## src/rtl/serial_rx_buffer_if.sv

```systemverilog
// Serial RX buffer bus: producer strobe, consumer pop, status.
// master drives strobes/clear; slave is the buffer.
interface serial_rx_buffer_if #(
  parameter int DEPTH_LOG2 = 4
);
  logic [7:0]          rx_dat;
  logic                rx_stb;
  logic                rd_stb;
  logic [7:0]          rd_dat;
  logic                rd_vld;
  logic [DEPTH_LOG2:0] count;
  logic                full;
  logic                hiwat;
  logic                ovf;
  logic                ovf_clr;

  modport master (
    output rx_dat, rx_stb, rd_stb, ovf_clr,
    input  rd_dat, rd_vld, count, full, hiwat, ovf
  );

  modport slave (
    input  rx_dat, rx_stb, rd_stb, ovf_clr,
    output rd_dat, rd_vld, count, full, hiwat, ovf
  );
endinterface

```

## src/rtl/serial_rx_buffer.sv

```systemverilog
// Show-ahead byte FIFO behind the serial RX strobe.
// Ports: clk, rst (async active-low), bus (slave: rx_*, rd_*, count/full/hiwat/ovf).
module serial_rx_buffer #(
  parameter int DEPTH_LOG2 = 4,
  parameter int HIWAT      = 12
) (
  input logic                 clk,
  input logic                 rst,
  serial_rx_buffer_if.slave   bus
);
  localparam int DEPTH = 1 << DEPTH_LOG2;
  localparam int CW    = DEPTH_LOG2 + 1;

  localparam logic [CW-1:0] FULL_CNT = CW'(DEPTH);
  localparam logic [CW-1:0] HIWAT_CNT = CW'(HIWAT);

  logic [7:0]            mem_q [DEPTH];
  logic [DEPTH_LOG2-1:0] wr_ptr_q, wr_ptr_d;
  logic [DEPTH_LOG2-1:0] rd_ptr_q, rd_ptr_d;
  logic [CW-1:0]         count_q, count_d;
  logic                  ovf_q, ovf_d;

  logic full, vld, pop, push, drop;

  assign full = (count_q == FULL_CNT);
  assign vld  = (count_q != '0);
  assign pop  = bus.rd_stb & vld;
  // A pop in the same cycle frees the slot for a push even when full.
  assign push = bus.rx_stb & (~full | pop);
  assign drop = bus.rx_stb & full & ~pop;

  always_comb begin
    wr_ptr_d = wr_ptr_q;
    rd_ptr_d = rd_ptr_q;
    count_d  = count_q;
    if (push) wr_ptr_d = wr_ptr_q + 1'b1;
    if (pop)  rd_ptr_d = rd_ptr_q + 1'b1;
    unique case ({push, pop})
      2'b10:   count_d = count_q + 1'b1;
      2'b01:   count_d = count_q - 1'b1;
      default: count_d = count_q;
    endcase
    // Set has priority over clear.
    ovf_d = drop | (ovf_q & ~bus.ovf_clr);
  end

  always_ff @(posedge clk or negedge rst) begin
    if (!rst) begin
      wr_ptr_q <= '0;
      rd_ptr_q <= '0;
      count_q  <= '0;
      ovf_q    <= 1'b0;
    end else begin
      wr_ptr_q <= wr_ptr_d;
      rd_ptr_q <= rd_ptr_d;
      count_q  <= count_d;
      ovf_q    <= ovf_d;
    end
  end

  always_ff @(posedge clk) begin
    if (rst && push) mem_q[wr_ptr_q] <= bus.rx_dat;
  end

  assign bus.rd_dat = mem_q[rd_ptr_q];
  assign bus.rd_vld = vld;
  assign bus.count  = count_q;
  assign bus.full   = full;
  assign bus.hiwat  = (count_q >= HIWAT_CNT);
  assign bus.ovf    = ovf_q;
endmodule

```

## src/flat_wrapper.sv

```systemverilog
// flat-port wrapper written by rule: the top's interface ports become plain ports
module serial_rx_buffer_flat 
#(
  parameter int DEPTH_LOG2 = 4,
  parameter int HIWAT      = 12
)
  (clk, rst, bus_rx_dat, bus_rx_stb, bus_rd_stb, bus_ovf_clr, bus_rd_dat, bus_rd_vld, bus_count, bus_full, bus_hiwat, bus_ovf);
  serial_rx_buffer_if #(.DEPTH_LOG2(DEPTH_LOG2)) bus_i ();
  input logic clk;
  input logic rst;
  input wire logic [$bits(bus_i.rx_dat)-1:0] bus_rx_dat;
  input wire logic [$bits(bus_i.rx_stb)-1:0] bus_rx_stb;
  input wire logic [$bits(bus_i.rd_stb)-1:0] bus_rd_stb;
  input wire logic [$bits(bus_i.ovf_clr)-1:0] bus_ovf_clr;
  output wire logic [$bits(bus_i.rd_dat)-1:0] bus_rd_dat;
  output wire logic [$bits(bus_i.rd_vld)-1:0] bus_rd_vld;
  output wire logic [$bits(bus_i.count)-1:0] bus_count;
  output wire logic [$bits(bus_i.full)-1:0] bus_full;
  output wire logic [$bits(bus_i.hiwat)-1:0] bus_hiwat;
  output wire logic [$bits(bus_i.ovf)-1:0] bus_ovf;
  assign bus_i.rx_dat = bus_rx_dat;
  assign bus_i.rx_stb = bus_rx_stb;
  assign bus_i.rd_stb = bus_rd_stb;
  assign bus_i.ovf_clr = bus_ovf_clr;
  assign bus_rd_dat = bus_i.rd_dat;
  assign bus_rd_vld = bus_i.rd_vld;
  assign bus_count = bus_i.count;
  assign bus_full = bus_i.full;
  assign bus_hiwat = bus_i.hiwat;
  assign bus_ovf = bus_i.ovf;
  serial_rx_buffer #(.DEPTH_LOG2(DEPTH_LOG2), .HIWAT(HIWAT)) u_core (.clk(clk), .rst(rst), .bus(bus_i));
endmodule
```

## config.mk

```make
export PLATFORM = sky130hd
export DESIGN_NAME = serial_rx_buffer_flat
export DESIGN_NICKNAME = d
export VERILOG_FILES = /design/src/rtl/serial_rx_buffer_if.sv /design/src/rtl/serial_rx_buffer.sv /design/src/flat_wrapper.sv
export SDC_FILE = /design/constraint.sdc
export NUM_CORES = 1
export LEC_CHECK = 0
export BUFFER_PORTS_ARGS = -buffer_cell sky130_fd_sc_hd__buf_2
export CAP_MARGIN = 20
export CORE_ASPECT_RATIO = 2
export CORE_MARGIN = 2
export CORE_UTILIZATION = 25
export DETAILED_ROUTE_END_ITERATION = 10
export REMOVE_ABC_BUFFERS = 1
export SETUP_SLACK_MARGIN = 0.15
export SLEW_MARGIN = 20
export SYNTH_ARGS = -nofsm -noshare
export SYNTH_HDL_FRONTEND = slang
export SYNTH_SLANG_ARGS = --single-unit
```

## constraint.sdc

```tcl
create_clock -name clk -period 4.2 [get_ports clk]
set_clock_uncertainty 0.2 [all_clocks]
set_input_delay 0.63 -clock clk [delete_from_list [all_inputs] [get_ports clk]]
set_output_delay 0.63 -clock clk [all_outputs]
set_load 0.03 [all_outputs]
```

### Word-level counts from Yosys, hierarchy flattened

Memory sizes are Yosys's and may differ from the RTL's.
Index checks and enable logic that the tools add are counted.

| word-level totals | value |
|---|---|
| bits in writable memories | 128 |
| output and inout bits | 17 |
| memories | 1 |
| word-level logic and storage cells | 29 |
| register bits | 14 |
| input bits | 13 |

Memories:

| name | depth | width | rd ports | clocked after memory_dff | wr ports | RTL line | RTL |
|---|---|---|---|---|---|---|---|
| u_core.mem_q | 16 | 8 | 1 | 0 | 1 | serial_rx_buffer.sv:17 | `logic [7:0] mem_q [DEPTH];` |

| operators by class | value |
|---|---|
| eq/ne operators | 3 |
| reduce and logical (&&, ||, !) cells | 3 |
| magnitude comparators | 1 |
| muxes and demuxes | 3 |
| bitwise gates (word level) | 10 |
| $add $sub $neg | 4 |

Operator list:

| kind | number |
|---|---|
| 5-bit case mux with 2 select lines | 1 |
| 4-bit by 1-bit adder with 4-bit output, second input constant | 2 |
| 5-bit by 1-bit adder with 5-bit output, second input constant | 1 |
| 1-bit AND | 5 |
| 5-bit == test, second input constant | 1 |
| 5-bit by 4-bit >= comparator with 1-bit output, second input constant | 1 |
| 5-bit nonzero test | 1 |
| 5-bit by 1-bit subtractor with 5-bit output, second input constant | 1 |
| 1-bit NOT | 3 |
| 2-bit by 1-bit == test with 1-bit output, second input constant | 1 |
| 2-bit == test, second input constant | 1 |
| 1-bit 2-to-1 mux | 2 |
| 1-bit OR | 2 |
| 2-bit nonzero test | 1 |
| 1-bit logical AND | 1 |

### Logic depth before layout (Yosys ltp)

Gate-level depths: netlist of the first run.

| depth | value |
|---|---|
| depth in word-level cells | 7 |
| gate-level depth with buffers | 10 |
| depth with buffers taken out | 10 |

### Worst setup path after synthesis of the first run

OpenSTA, ideal clock, no wires.

| timing | value |
|---|---|
| path kind | reg-to-reg |
| start | reg u_core.count_q[1], in the netlist u_core.bus.count[1] |
| end | reg u_core.count_q[4], in the netlist u_core.bus.count[4] |
| stages on the path, launching flop included | 11 |
| data arrival time | 3.024 ns |
| buffers on the path | 0 |
| slack | 0.912 ns |
| setup time | 0.064 ns |
| clock period less this slack | 3.288 ns |
| path through | dfrtp_1 -> nor4_4 -> nand2b_1 -> nand2_1 -> nor2_1 -> fa_1 -> a21o_1 -> a21oi_1 -> mux2_2 -> o22ai_1 -> a21o_1 |

| on the way | value |
|---|---|
| cells in the longest elaborated chain, start to end | 6 |
| elaborated cells between the ends (all ways) | 12 |
| classes of those cells | 2 x add/sub; 3 x eq/ne; 1 x mux; 4 x bitwise; 2 x reduce/logical |

Ends and longest elaborated chain:

| what | RTL line | RTL |
|---|---|---|
| from (decl) | serial_rx_buffer.sv:20 | `logic [CW-1:0] count_q, count_d;` |
| from (signal assigned) | serial_rx_buffer.sv:56 | `count_q <= count_d;` |
| 5-bit nonzero test * | serial_rx_buffer.sv:26 | `assign vld = (count_q != '0);` |
| via bus_rd_vld | flat_wrapper.sv:16 | `output wire logic [$bits(bus_i.rd_vld)-1:0] bus_rd_vld;` |
| 1-bit AND * | serial_rx_buffer.sv:27 | `assign pop = bus.rd_stb & vld;` |
| 1-bit OR | serial_rx_buffer.sv:29 | `assign push = bus.rx_stb & (~full \| pop);` |
| 1-bit AND | serial_rx_buffer.sv:29 |  |
| 2-bit by 1-bit == test with 1-bit output or 2-bit == test (tied branches) | serial_rx_buffer.sv:38 | `unique case ({push, pop})` |
| 5-bit case mux with 2 select lines or 2-bit nonzero test (tied branches) | - |  |

The timed path passes the listed nets; every way through them passes the cells marked *.
A chain may end at the register's enable or synchronous reset.

### Final worst setup path of the first run

| timing | value |
|---|---|
| start | reg u_core.rd_ptr_q[0] |
| end | out bus_rd_dat[4] |

| on the way | value |
|---|---|
| cells in the longest elaborated chain, start to end | 1 |

Ends and longest elaborated chain:

| what | RTL line | RTL |
|---|---|---|
| from (decl) | serial_rx_buffer.sv:19 | `logic [DEPTH_LOG2-1:0] rd_ptr_q, rd_ptr_d;` |
| from (signal assigned) | serial_rx_buffer.sv:55 | `rd_ptr_q <= rd_ptr_d;` |
| memory 16 x 8 bit | - |  |
| to (decl) | flat_wrapper.sv:15 | `output wire logic [$bits(bus_i.rd_dat)-1:0] bus_rd_dat;` |

Every way passes these cells.

==> qor.log, run 1 <==
[cells_and_area] area overhead of the layout relative to synthesis 17.8%
[setup_path] type of the worst setup path reg -> out
[clock_tree] insertion delay to the later sink of the worst-skew pair 0.41 ns
[floorplanning] Die H 223 um
[grt] global-route wire length before repair 18.8 mm
[drt] DR WL/cell 19.1 um
[setup_path] nature of the critical path endpoint output pin
[setup_path] CP arrival 2.66 ns
[cells_and_area] antenna cell count 0
[drt] DR vias/cell 4.56
[worst_hold_path] min-delay worst type in -> reg
[timing] fraction of the cycle the final worst path needs 0.831
[drt] number of iterations in the first detailed-routing pass 4
[timing] RSZ-0062 raised after global routing false
[clock_tree] maximum buffer depth of the clock tree 2
[cells_and_area] NumNets Final 368
[grt] GRT overflow 0
[logic_synthesis] library cell with the largest summed area after synthesis sky130_fd_sc_hd__edfxtp_1
[setup_path] Required @ worst endpoint 3.37 ns
[floorplanning] die area 25300 um^2
[clock_tree] clock transition at the register clock pins on the worst setup and hold paths after CTS 0.06 ns
[clock_tree] Hold Buf Count CTS 1
[power_and_ir_drop] peak ir drop on the vdd network 0.376 mV
[logic_synthesis] fraction of synthesized cell area taken by the top area cell type 0.643
[clock_tree] post-CTS setup repair buffer count 0
[logic_synthesis] post-synthesis average cell area 19.8 um^2
[cells_and_area] sequential standard cell area 4190 um^2
[worst_hold_path] Hold Path Origin bus_ovf_clr
[clock_tree] clock sinks 142
[cells_and_area] total area of multi-input combinational cells 1680 um^2
[logic_synthesis] synthesis warning total 0
[timing] minimum hold slack 0.199 ns
[placement] Final GP Congestion 0.771
[timing] Fmax 287 MHz
[logic_synthesis] Mapped Area 5980 um^2
[drt] Antenna Violating Nets Remaining 0
[drt] initial drt markers 195
[setup_path] category of the worst setup path launch point flip-flop
[power_and_ir_drop] Power Dens Cells 667 nW/um^2
[timing] setup TNS 0 ns
[placement] cell total after placement 613
[placement] Buffers on Ports 29
[logic_synthesis] part of the Yosys area used for sequential elements 0.701
[clock_tree] post-cts sizing count 0
[drt] total number of vias 2947
[outcome] status complete, no violations
[setup_path] maximum fanout encountered on the critical timing path 33
[setup_path] startpoint of the lowest-slack register-to-register path u_core.bus.count[1]$_DFFE_PN0P_
[timing] number of pins with negative max-slew slack in the final report 0
[power_and_ir_drop] total power of the final layout 0.00470 W
[grt] maximum number of pins on one net before global-route repair 34
[placement] Post-Place Setup Slack 1.05 ns
[grt] number of global-route vias before repair 3163
[timing] transition time of the tightest slew-check pin 1.02 ns
[placement] DPL Wire Length 8.53 mm
[grt] global-route total usage across every layer 0.104
[job] count of max-cap constraint violations 0
[floorplanning] starting utilization of the core area 0.252
[grt] number of antenna violations at the first check in global routing 0
[cells_and_area] non-filler instance count after layout 646
[clock_tree] number of CTS-inserted buffers 17
[setup_path] beginning of the critical path u_core.rd_ptr_q[0]$_DFFE_PN0N_
[drt] DRC Markers 0
[timing] number of hold-slack violations in the final timing report 0
[cells_and_area] fraction of layout instances using a drive strength above 1 0.240
[clock_tree] Clock H-tree levels 4
[logic_synthesis] cell types occupying the most area after synthesis sky130_fd_sc_hd__edfxtp_1, sky130_fd_sc_hd__mux4_1, sky130_fd_sc_hd__dfrtp_1, sky130_fd_sc_hd__mux4_2, sky130_fd_sc_hd__ha_1
[floorplanning] standard cell core area 23700 um^2
[timing] crit path setup slack, layout 0.710 ns
[clock_tree] TritonCTS clock tree yes
[timing] clock period minus worst slack 3.49 ns
[floorplanning] die width 113 um
[logic_synthesis] Syn Inst Count 302
[drt] total routed wirelength 12.3 mm
[timing] number of endpoints failing setup at the final stage 0
[timing] relative slew slack 0.317
[clock_tree] Root Driver sky130_fd_sc_hd__clkbuf_16
[cells_and_area] Fillers 2249
[power_and_ir_drop] leakage power 2.45 nW
[floorplanning] io pins 30
[floorplanning] standard-cell rows 80
[logic_synthesis] count of cell types in the netlist 37
[logic_synthesis] flops & latches, synth 142
## path summary, 6_finish.rpt
kind | end | slack [ns] | cells past startpoint
max | bus_rd_dat[4] | 0.71 | 4
max in group asynchronous | u_core.rd_ptr_q[2]$_DFFE_PN0N_ | 3.06 | 2
min reg2reg | u_core.rd_ptr_q[0]$_DFFE_PN0N_ | 0.32 | 1
min in group asynchronous | u_core.bus.ovf$_DFF_PN0_ | 0.46 | 2
min | u_core.bus.ovf$_DFF_PN0_ | 0.20 | 2
max reg2reg | u_core.bus.count[4]$_DFFE_PN0P_ | 1.01 | 10
## Yosys cell counts
cell type / number
sky130_fd_sc_hd__a211oi_1: 1
sky130_fd_sc_hd__a21o_1: 5
sky130_fd_sc_hd__a21oi_1: 7
sky130_fd_sc_hd__a22oi_1: 1
sky130_fd_sc_hd__and3_1: 2
sky130_fd_sc_hd__buf_1: 1
sky130_fd_sc_hd__buf_2: 1
sky130_fd_sc_hd__buf_6: 3
sky130_fd_sc_hd__buf_8: 1
sky130_fd_sc_hd__clkbuf_1: 9
sky130_fd_sc_hd__dfrtp_1: 14
sky130_fd_sc_hd__edfxtp_1: 128
sky130_fd_sc_hd__fa_1: 1
sky130_fd_sc_hd__ha_1: 8
sky130_fd_sc_hd__inv_1: 5
sky130_fd_sc_hd__mux2_2: 4
sky130_fd_sc_hd__mux2i_1: 2
sky130_fd_sc_hd__mux4_1: 30
sky130_fd_sc_hd__mux4_2: 10
sky130_fd_sc_hd__nand2_1: 15
sky130_fd_sc_hd__nand2b_1: 1
sky130_fd_sc_hd__nand3_1: 4
sky130_fd_sc_hd__nand3b_1: 2
sky130_fd_sc_hd__nand4_1: 1
sky130_fd_sc_hd__nor2_1: 22
sky130_fd_sc_hd__nor2b_1: 1
sky130_fd_sc_hd__nor4_4: 1
sky130_fd_sc_hd__o211ai_1: 1
sky130_fd_sc_hd__o21a_1: 1
sky130_fd_sc_hd__o21ai_0: 5
sky130_fd_sc_hd__o221ai_1: 1
sky130_fd_sc_hd__o22a_1: 1
sky130_fd_sc_hd__o22ai_1: 2
sky130_fd_sc_hd__or3b_2: 1
sky130_fd_sc_hd__or4_1: 1
sky130_fd_sc_hd__xnor2_1: 6
sky130_fd_sc_hd__xor2_1: 3
## stage by stage
step / instance area (um^2) / util
floorplan: 5890 / -
global route: 7040 / 0.297
CTS: 7040 / 0.297
finish: 7040 / 0.297
global placement: 6470 / 0.273
detailed placement: 6470 / 0.273
## area by class of cell
| class | instances | area share |
|---|---|---|
| repair buffers | 40 | 0.0327 |
| well taps | 287 | 0.0510 |
| flip-flops and latches | 142 | 0.595 |
| clock buffers | 18 | 0.0609 |
| multi-input cells | 140 | 0.238 |
| inverters | 5 | 0.00266 |
| clock inverters | 14 | 0.0192 |
## registers in the layout, indices dropped and copies added (netlist names)
name,flops
u_core.mem_q,128
u_core.wr_ptr_q,4
u_core.bus.ovf,1
u_core.rd_ptr_q,4
u_core.bus.count,5
## layout by cell type (no fill, tap or decap), types with 2 or more instances in the layout
master and n:
sky130_fd_sc_hd__a21o_1 5, sky130_fd_sc_hd__mux2_2 4, sky130_fd_sc_hd__and3_1 2, sky130_fd_sc_hd__xor2_1 3, sky130_fd_sc_hd__clkbuf_16 17, sky130_fd_sc_hd__edfxtp_1 128, sky130_fd_sc_hd__dfrtp_1 14, sky130_fd_sc_hd__buf_2 29
sky130_fd_sc_hd__ha_1 8, sky130_fd_sc_hd__buf_4 10, sky130_fd_sc_hd__o21ai_0 5, sky130_fd_sc_hd__mux4_1 30, sky130_fd_sc_hd__nor2_1 22, sky130_fd_sc_hd__nand3_1 4, sky130_fd_sc_hd__inv_1 5, sky130_fd_sc_hd__mux2i_1 2
sky130_fd_sc_hd__clkinvlp_4 3, sky130_fd_sc_hd__mux4_2 10, sky130_fd_sc_hd__clkinv_4 3, sky130_fd_sc_hd__clkinv_2 2, sky130_fd_sc_hd__nand2_1 15, sky130_fd_sc_hd__xnor2_1 6, sky130_fd_sc_hd__inv_6 4, sky130_fd_sc_hd__o22ai_1 2
sky130_fd_sc_hd__nand3b_1 2, sky130_fd_sc_hd__a21oi_1 7
## power breakdown
group	switching (W)	internal (W)
registers	0.000177	0.00168
clock network	0.000595	0.000825
logic	0.000778	0.000646
total	0.00155	0.00315
## layer usage
metal / GRT usage / vias up / share of wire
li1: - / 1336 / -
met1: 0.101 / 1540 / 0.36
met2: 0.197 / 60 / 0.61
met3: 0.0229 / 11 / 0.024
met4: 0.0551 / 0 / 0.014
met5: 0 / - / 0
## worst max-delay path, stage by stage (launching register included)
cell and delay, ns:
sky130_fd_sc_hd__dfrtp_1 0.39, sky130_fd_sc_hd__buf_4 0.50, sky130_fd_sc_hd__mux4_1 0.66, sky130_fd_sc_hd__mux4_2 0.49, sky130_fd_sc_hd__buf_2 0.20
## kinds of logic after synthesis
kind of cell	after synthesis	synth area share
simple gates	51	0.0406
compound gates	25	0.0264
mux	46	0.180
xor+xnor	9	0.0132
flops	142	0.701
buf+inv	20	0.0184
fa+ha+maj	9	0.0201
Power figures use the tool's default switching activity.
==> run 2, diff against run 1 <==
--- a/config.mk
+++ b/config.mk
@@ -5,6 +5,7 @@
 export SDC_FILE = /design/constraint.sdc
 export NUM_CORES = 1
 export LEC_CHECK = 0
+export ABC_AREA = 1
 export BUFFER_PORTS_ARGS = -buffer_cell sky130_fd_sc_hd__buf_2
 export CAP_MARGIN = 20
 export CORE_ASPECT_RATIO = 2
==> constraint.sdc (replaced) <==
create_clock -name clk -period 3.5 [get_ports clk]
set_clock_uncertainty 0.2 [all_clocks]
set_input_delay 0.525 -clock clk [delete_from_list [all_inputs] [get_ports clk]]
set_output_delay 0.525 -clock clk [all_outputs]
set_load 0.03 [all_outputs]
==> qor.log, run 2 <==
[worst_hold_path] hold path depth 2 [unchanged]
[drt] total number of vias 3781 [was 2947]
[clock_tree] Clock H-tree levels 4 [unchanged]
[clock_tree] clock sinks 142 [unchanged]
[setup_path] family with the most delay on the worst path flip-flops [was multiplexers]
[grt] number of global-route vias before repair 3895 [was 3163]
[cells_and_area] area overhead of the layout relative to synthesis 17.2% [was 17.8%]
[drt] DR vias/cell 4.61 [was 4.56]
[floorplanning] io pins 30 [unchanged]
[timing] number of endpoints failing setup at the final stage 0 [unchanged]
[timing] clock period minus worst slack 3.12 ns
[worst_hold_path] endpoint of the worst hold path u_core.bus.ovf$_DFF_PN0_ [unchanged]
[logic_synthesis] library cell with the highest instance count after synthesis sky130_fd_sc_hd__edfxtp_1 [unchanged]
[setup_path] FF-to-FF path depth 8 [was 10]
[timing] RSZ-0062 raised after global routing false [unchanged]
[cells_and_area] top library cells by usage in the layout, fill and taps aside sky130_fd_sc_hd__edfxtp_1, sky130_fd_sc_hd__nor2_1, sky130_fd_sc_hd__o21ai_0, sky130_fd_sc_hd__o211ai_1 [was sky130_fd_sc_hd__edfxtp_1, sky130_fd_sc_hd__mux4_1, sky130_fd_sc_hd__buf_2, sky130_fd_sc_hd__nor2_1, sky130_fd_sc_hd__clkbuf_16]
[floorplanning] starting utilization of the core area 0.255 [was 0.252]
[setup_path] type of the worst setup path reg -> out [unchanged]
[clock_tree] insertion delay to the later sink of the worst-skew pair 0.42 ns [was 0.41 ns]
[cells_and_area] Largest register FFs 128 [unchanged]
[timing] relative slew slack 0.325 [was 0.317]
[drt] total routed wirelength 14.0 mm [was 12.3 mm]
[clock_tree] number of CTS-inserted buffers 17 [unchanged]
[cells_and_area] most frequent standard cell in the layout excluding fill and tap cells sky130_fd_sc_hd__edfxtp_1 [unchanged]
[floorplanning] standard cell core area 23300 um^2 [was 23700 um^2]
[timing] transition time of the tightest slew-check pin 1.01 ns [was 1.02 ns]
[worst_hold_path] min-delay worst type in -> reg [unchanged]
[grt] maximum number of pins on one net before global-route repair 75 [was 34]
[cells_and_area] register containing the most flip-flops in the final layout u_core.mem_q [unchanged]
[drt] DRC Markers 1 [was 0]
[floorplanning] die width 113 um [about the same]
[clock_tree] TritonCTS clock tree yes [unchanged]
[cells_and_area] antenna cell count 0 [unchanged]
[cells_and_area] fraction of layout instances using a drive strength above 1 0.147 [was 0.240]
[setup_path] highest cell delay on the worst timing path 0.68 ns [was 0.66 ns]
[placement] Buffers on Ports 29 [unchanged]
[setup_path] buffers plus inverters on the worst setup path 2 [unchanged]
[outcome] failing checks DRC
[floorplanning] standard-cell rows 79 [was 80]
[setup_path] nature of the critical path endpoint output pin [unchanged]
[setup_path] Reg-to-Reg End u_core.mem_q[14][3]$_DFFE_PP_ [was u_core.bus.count[4]$_DFFE_PN0P_]
[power_and_ir_drop] Power Dens Cells 845 nW/um^2 [was 667 nW/um^2]
[grt] number of antenna violations at the first check in global routing 0 [unchanged]
[logic_synthesis] count of cell types in the netlist 27 [was 37]
[setup_path] startpoint of the lowest-slack register-to-register path u_core.bus.count[1]$_DFFE_PN0P_ [unchanged]
[setup_path] maximum fanout encountered on the critical timing path 20 [was 33]
[drt] number of iterations in the first detailed-routing pass 7 [was 4]
[floorplanning] die area 25100 um^2 [was 25300 um^2]
[grt] global-route wire length before repair 21.3 mm [was 18.8 mm]
[placement] Final GP Congestion 0.748 [was 0.771]
[logic_synthesis] cell types occupying the most area after synthesis sky130_fd_sc_hd__edfxtp_1, sky130_fd_sc_hd__nor2_1, sky130_fd_sc_hd__dfrtp_1, sky130_fd_sc_hd__o21ai_0, sky130_fd_sc_hd__o211ai_1 [was sky130_fd_sc_hd__edfxtp_1, sky130_fd_sc_hd__mux4_1, sky130_fd_sc_hd__dfrtp_1, sky130_fd_sc_hd__mux4_2, sky130_fd_sc_hd__ha_1]
[logic_synthesis] library cell with the largest summed area after synthesis sky130_fd_sc_hd__edfxtp_1 [unchanged]
[logic_synthesis] fraction of synthesized cell area taken by the top area cell type 0.645 [was 0.643]
[drt] DR WL/cell 17.1 um [was 19.1 um]
[logic_synthesis] flops & latches, synth 142 [unchanged]
[setup_path] Slowest-stage cell, CP sky130_fd_sc_hd__dfrtp_1 [was sky130_fd_sc_hd__mux4_1]
[clock_tree] maximum buffer depth of the clock tree 2 [unchanged]
[grt] GRT overflow 0 [unchanged]
[logic_synthesis] post-synthesis average cell area 12.3 um^2 [was 19.8 um^2]
[logic_synthesis] commonest register cell after synthesis sky130_fd_sc_hd__edfxtp_1 [unchanged]
[timing] number of pins with negative max-slew slack in the final report 0 [unchanged]
[logic_synthesis] Syn Inst Count 486 [was 302]
[logic_synthesis] number of flops mapped to enable cells by yosys 128 [unchanged]
[timing] Fmax 320 MHz
[floorplanning] Die H 222 um [was 223 um]
[setup_path] Required @ worst endpoint 2.77 ns [was 3.37 ns]
[job] count of max-cap constraint violations 0 [unchanged]
[placement] DPL Wire Length 9.24 mm [was 8.53 mm]
[timing] minimum hold slack 0.0862 ns [was 0.199 ns]
[setup_path] CP cell instances buf_4 > o21ai_0 > o211ai_1 > nand3_1 > nand2_1 > buf_2 [was buf_4 > mux4_1 > mux4_2 > buf_2]
[timing] fraction of the cycle the final worst path needs 0.892
[logic_synthesis] fraction of registers with async set/reset 0.0986 [unchanged]
[logic_synthesis] part of the Yosys area used for sequential elements 0.704 [was 0.701]
[setup_path] category of the worst setup path launch point flip-flop [unchanged]
[drt] initial drt markers 264 [was 195]
[logic_synthesis] most used standard cells in the synthesized netlist sky130_fd_sc_hd__edfxtp_1, sky130_fd_sc_hd__nor2_1, sky130_fd_sc_hd__o21ai_0 [was sky130_fd_sc_hd__edfxtp_1, sky130_fd_sc_hd__mux4_1, sky130_fd_sc_hd__nor2_1]
[worst_hold_path] Hold Path Origin bus_ovf_clr [unchanged]
[outcome] status complete, but fails checks [was complete, no violations]
[cells_and_area] NumNets Final 546 [was 368]
[clock_tree] Root Driver sky130_fd_sc_hd__clkbuf_16 [unchanged]
[power_and_ir_drop] peak ir drop on the vdd network 0.591 mV [was 0.376 mV]
[logic_synthesis] synthesis warning total 0 [unchanged]
[timing] number of hold-slack violations in the final timing report 0 [unchanged]
[logic_synthesis] Mapped Area 5960 um^2 [was 5980 um^2]
[drt] Antenna Violating Nets Remaining 0 [unchanged]
[grt] global-route total usage across every layer 0.115 [was 0.104]
[timing] setup TNS 0 ns [unchanged]
[setup_path] CP arrival 2.40 ns [was 2.66 ns]
[power_and_ir_drop] leakage power 2.46 nW [was 2.45 nW]
[clock_tree] clock transition at the register clock pins on the worst setup and hold paths after CTS 0.06 ns [about the same]
[setup_path] R2R Setup Slk 0.92 ns [was 1.01 ns]
-- run 2: cell count changes after synthesis, moves of 6 or more --
| cell | previous run | this run |
|---|---|---|
| sky130_fd_sc_hd__mux4_2 | 10 | 0 |
| sky130_fd_sc_hd__nand2_1 | 15 | 25 |
| sky130_fd_sc_hd__nand3_1 | 4 | 29 |
| sky130_fd_sc_hd__xnor2_1 | 6 | 0 |
| sky130_fd_sc_hd__o21ai_1 | 0 | 8 |
| sky130_fd_sc_hd__buf_2 | 1 | 7 |
| sky130_fd_sc_hd__o21ai_0 | 5 | 63 |
| sky130_fd_sc_hd__nor2_1 | 22 | 99 |
| sky130_fd_sc_hd__o211ai_1 | 1 | 32 |
| sky130_fd_sc_hd__mux4_1 | 30 | 0 |
| sky130_fd_sc_hd__inv_1 | 5 | 24 |
-- run 2: cell families after synthesis --
| family | after synthesis | synth area share |
|---|---|---|
| compound gates | 114 | 0.109 |
| flops | 142 | 0.704 |
| simple gates | 160 | 0.111 |
| xor+xnor | 8 | 0.0118 |
| buf+inv | 53 | 0.0431 |
| fa+ha+maj | 9 | 0.0202 |
-- run 2: worst max path at each step --
stage / from / endpoint / cells past startpoint / slack [ns]
6_report: u_core.rd_ptr_q[1]$_DFFE_PN0N_ / bus_rd_dat[4] / 6 / 0.38
3_5_place_dp: u_core.rd_ptr_q[1]$_DFFE_PN0N_ / bus_rd_dat[4] / 6 / 0.87
5_1_grt: u_core.rd_ptr_q[0]$_DFFE_PN0N_ / bus_rd_dat[2] / 8 / 0.25
2_1_floorplan: u_core.rd_ptr_q[0]$_DFFE_PN0N_ / bus_rd_dat[5] / 7 / 0.40
3_3_place_gp: u_core.rd_ptr_q[0]$_DFFE_PN0N_ / bus_rd_dat[4] / 6 / 0.84
4_1_cts: u_core.rd_ptr_q[0]$_DFFE_PN0N_ / bus_rd_dat[2] / 6 / 0.42
-- run 2: timing repair --
action                                 CTS  global route
setup buffers                            0             1
hold buffers                             1             0
gates resized for setup                  0             1
endpoints found under the hold margin   14             0
setup endpoints to repair                0             1
-- run 2: final cells by class --
type,instances,area [um^2]
tap,283,354
inverter,29,115
clock buffer,19,433
multi-input combinational,291,1510
sequential,142,4200
clock inverter,13,124
fill,2396,16300
timing repair buffer,43,253
-- run 2: stage by stage --
stage	std cells	total power, W	instance area (um^2)	setup WS [ns]	util
after detailed placement	786	0.00427	6400	0.867	0.274
after global placement	786	0.00425	6400	0.845	0.274
final	820	0.00590	6980	0.376	0.299
after global routing	820	0.00624	6980	0.245	0.299
after CTS	819	0.00595	6970	0.416	0.299
after floorplan	462	0.00351	5810	0.404	-
-- run 2: report_power, final --
| group | internal, W | switching, W |
|---|---|---|
| combinational | 0.000596 | 0.00148 |
| clock | 0.00104 | 0.000645 |
| sequential | 0.00200 | 0.000140 |
-- run 2: worst register-to-register path, cell delays in order, from the launching register on --
cell	delay, ns
sky130_fd_sc_hd__dfrtp_1	0.46
sky130_fd_sc_hd__nor2_1	0.11
sky130_fd_sc_hd__nand3_1	0.12
sky130_fd_sc_hd__inv_1	0.06
sky130_fd_sc_hd__nand2_1	0.09
sky130_fd_sc_hd__nand2_2	0.08
sky130_fd_sc_hd__inv_2	0.14
sky130_fd_sc_hd__nand2_1	0.15
sky130_fd_sc_hd__nor2_1	0.79
-- run 2: per-layer routing --
layer | vias up | wire length, um | global-route usage
met5 | - | 0 | 0
met2 | 74 | 8280 | 0.229
met1 | 1861 | 4900 | 0.106
met3 | 25 | 381 | 0.0207
met4 | 0 | 457 | 0.0614
li1 | 1821 | - | -
==> run 3, diff against run 2 <==
--- a/config.mk
+++ b/config.mk
@@ -12,7 +12,6 @@
 export CORE_MARGIN = 2
 export CORE_UTILIZATION = 25
 export DETAILED_ROUTE_END_ITERATION = 10
-export REMOVE_ABC_BUFFERS = 1
 export SETUP_SLACK_MARGIN = 0.15
 export SLEW_MARGIN = 20
 export SYNTH_ARGS = -nofsm -noshare
==> qor.log, run 3 (same netlist as run 2, synthesis figures left out) <==
[outcome] status complete, but fails checks [unchanged]
[outcome] failing checks DRC [unchanged]
[timing] RSZ-0062 raised after global routing false [unchanged]
[clock_tree] Root Driver sky130_fd_sc_hd__clkbuf_16 [unchanged]
[floorplanning] io pins 30 [unchanged]
[cells_and_area] cell area after layout 7060 um^2 [was 6980 um^2]
[placement] placed inst area 6470 um^2 [was 6400 um^2]
[setup_path] type of the worst setup path reg -> out [unchanged]
[drt] total routed wirelength 14.4 mm [was 14.0 mm]
[timing] setup TNS 0 ns [unchanged]
[cells_and_area] most frequent standard cell in the layout excluding fill and tap cells sky130_fd_sc_hd__edfxtp_1 [unchanged]
[setup_path] maximum fanout encountered on the critical timing path 74 [was 20]
[cells_and_area] fraction of layout instances using a drive strength above 1 0.167 [was 0.147]
[grt] GRT overflow 0 [unchanged]
[clock_tree] post-cts sizing count 0 [unchanged]
[placement] DPL Wire Length 9.70 mm [was 9.24 mm]
[drt] Antenna Violating Nets Remaining 0 [unchanged]
[power_and_ir_drop] peak ir drop on the vdd network 0.422 mV [was 0.591 mV]
[clock_tree] clock sinks 142 [unchanged]
[drt] number of iterations in the first detailed-routing pass 8 [was 7]
[job] count of max-cap constraint violations 0 [unchanged]
[power_and_ir_drop] portion of total power attributed to the clock network 0.299 [was 0.285]
[power_and_ir_drop] part of the power in registers 0.354 [was 0.364]
[power_and_ir_drop] Logic pwr share 0.348 [was 0.352]
[cells_and_area] register containing the most flip-flops in the final layout u_core.mem_q [unchanged]
[grt] number of antenna violations at the first check in global routing 1 [was 0]
[clock_tree] maximum buffer depth of the clock tree 2 [unchanged]
[placement] Buffers on Ports 29 [unchanged]
[timing] number of pins with negative max-slew slack in the final report 0 [unchanged]
[drt] DRC Markers 1 [unchanged]
[timing] transition time of the tightest slew-check pin 0.699 ns [was 1.01 ns]
[clock_tree] clock transition at the register clock pins on the worst setup and hold paths after CTS 0.07 ns [was 0.06 ns]
[setup_path] Top cell by count, worst path sky130_fd_sc_hd__nor2_1
[cells_and_area] NumNets Final 554 [was 546]
[power_and_ir_drop] leakage power 2.52 nW [was 2.46 nW]
[setup_path] nature of the critical path endpoint output pin [unchanged]
[floorplanning] Die H 222 um [unchanged]
[cells_and_area] top library cells by usage in the layout, fill and taps aside sky130_fd_sc_hd__edfxtp_1, sky130_fd_sc_hd__nor2_1, sky130_fd_sc_hd__o21ai_0, sky130_fd_sc_hd__o211ai_1 [unchanged]
[power_and_ir_drop] Power Dens Cells 841 nW/um^2 [was 845 nW/um^2]
[timing] relative slew slack 0.534 [was 0.325]
[floorplanning] die area 25100 um^2 [unchanged]
[setup_path] category of the worst setup path launch point flip-flop [unchanged]
[grt] global-route wire length before repair 21.6 mm [was 21.3 mm]
[power_and_ir_drop] Internal 0.00366 W [was 0.00364 W]
[floorplanning] die width 113 um [unchanged]
[grt] maximum number of pins on one net before global-route repair 75 [unchanged]
[worst_hold_path] min-delay worst type in -> reg [unchanged]
[drt] initial drt markers 205 [was 264]
[clock_tree] insertion delay to the later sink of the worst-skew pair 0.42 ns [about the same]
[drt] DR vias/cell 4.67 [was 4.61]
[setup_path] highest cell delay on the worst timing path 0.56 ns [was 0.68 ns]
[drt] DR WL/cell 17.4 um [was 17.1 um]
[cells_and_area] Largest register FFs 128 [unchanged]
[cells_and_area] antenna cell count 0 [unchanged]
[setup_path] CP cell instances buf_4 > nor2_1 > nor2_1 > o21ai_0 > o211ai_1 > nand3_1 > nand2_1 > buf_2 [was buf_4 > o21ai_0 > o211ai_1 > nand3_1 > nand2_1 > buf_2]
[setup_path] Required @ worst endpoint 2.77 ns [about the same]
[power_and_ir_drop] sw frac 0.384 [about the same]
[timing] number of hold-slack violations in the final timing report 0 [unchanged]
[clock_tree] Clock H-tree levels 4 [unchanged]
[grt] number of global-route vias before repair 3699 [was 3895]
[drt] total number of vias 3864 [was 3781]
[logic_synthesis] post-synthesis net count 508
[floorplanning] standard-cell rows 79 [unchanged]
[clock_tree] TritonCTS clock tree yes [unchanged]
[cells_and_area] area overhead of the layout relative to synthesis 18.6% [was 17.2%]
[power_and_ir_drop] power dissipated by switching net loads 0.00228 W [was 0.00226 W]
[floorplanning] starting utilization of the core area 0.255 [unchanged]
[floorplanning] standard cell core area 23300 um^2 [unchanged]
[timing] number of endpoints failing setup at the final stage 0 [unchanged]
[timing] fraction of the cycle the final worst path needs 0.866 [was 0.892]
[setup_path] Slowest-stage cell, CP sky130_fd_sc_hd__buf_4 [was sky130_fd_sc_hd__dfrtp_1]
[clock_tree] number of CTS-inserted buffers 17 [unchanged]
[setup_path] CP arrival 2.31 ns [was 2.40 ns]
[placement] Final GP Congestion 0.763 [was 0.748]
[timing] clock period minus worst slack 3.03 ns [was 3.12 ns]
[timing] Fmax 330 MHz [was 320 MHz]
[grt] global-route total usage across every layer 0.117 [was 0.115]
[cells_and_area] Fillers 2363 [was 2396]
-- run 3: routing by layer --
layer / GRT usage / share of wire / vias to the layer above
met4: 0.0551 / 0.029 / 0
met3: 0.0218 / 0.041 / 20
met2: 0.223 / 0.58 / 104
met1: 0.119 / 0.35 / 1907
li1: - / - / 1833
met5: 0 / 0 / -
-- run 3: through the flow --
step	hold WS, ns	power [W]	util	setup slack [ns]	instances
finish	0.0780	0.00594	0.303	0.469	828
global route	0.0899	0.00629	0.303	0.256	828
CTS	0.0629	0.00602	0.303	0.436	828
detailed placement	0.161	0.00423	0.277	0.926	795
global placement	0.162	0.00420	0.277	0.947	795
floorplan	0.0294	0.00366	-	1.02	486
-- run 3: timing repair --
item                                   CTS  global route
setup endpoints to repair                0             0
endpoints found under the hold margin   14             0
setup buffers                            0             0
hold buffers                             1             0
-- run 3: critical path: cells and delay by family, from the launching register on --
kind / cells / cell delay (ns)
flip-flops: 1 / 0.38
AND/OR/NAND/NOR: 4 / 0.45
AO/OA/AOI/OAI: 2 / 0.26
buffers and inverters: 2 / 0.78
-- run 3: final timing paths --
| path | slack (ns) | cells after the start | from | endpoint |
|---|---|---|---|---|
| min | 0.08 | 2 | bus_ovf_clr | u_core.bus.ovf$_DFF_PN0_ |
| min in group asynchronous | 0.25 | 2 | rst | u_core.wr_ptr_q[3]$_DFFE_PN0N_ |
| max in group asynchronous | 2.42 | 3 | rst | u_core.rd_ptr_q[0]$_DFFE_PN0N_ |
| max | 0.47 | 8 | u_core.rd_ptr_q[0]$_DFFE_PN0N_ | bus_rd_dat[4] |
| max reg2reg | 1.09 | 13 | u_core.bus.count[1]$_DFFE_PN0P_ | u_core.bus.count[4]$_DFFE_PN0P_ |
| min reg2reg | 0.35 | 2 | u_core.bus.ovf$_DFF_PN0_ | u_core.bus.ovf$_DFF_PN0_ |
-- run 3: final cells by class --
| class | count | area (um^2) | share of cell area |
|---|---|---|---|
| clock buffer | 17 | 425 | 0.0602 |
| inverter | 29 | 111 | 0.0158 |
| multi-input combinational | 291 | 1510 | 0.213 |
| clock inverter | 15 | 159 | 0.0225 |
| sequential | 142 | 4200 | 0.594 |
| tap | 283 | 354 | 0.0501 |
| timing repair buffer | 51 | 313 | 0.0443 |
-- run 3: power by group through the flow --
stage / combinational, W / clock, W / sequential [W]
3_5_place_dp: 0.00209 / 0 / 0.00214
6_report: 0.00207 / 0.00177 / 0.00210
3_3_place_gp: 0.00207 / 0 / 0.00213
5_1_grt: 0.00230 / 0.00188 / 0.00212
2_1_floorplan: 0.00148 / 0 / 0.00217
4_1_cts: 0.00210 / 0.00181 / 0.00210
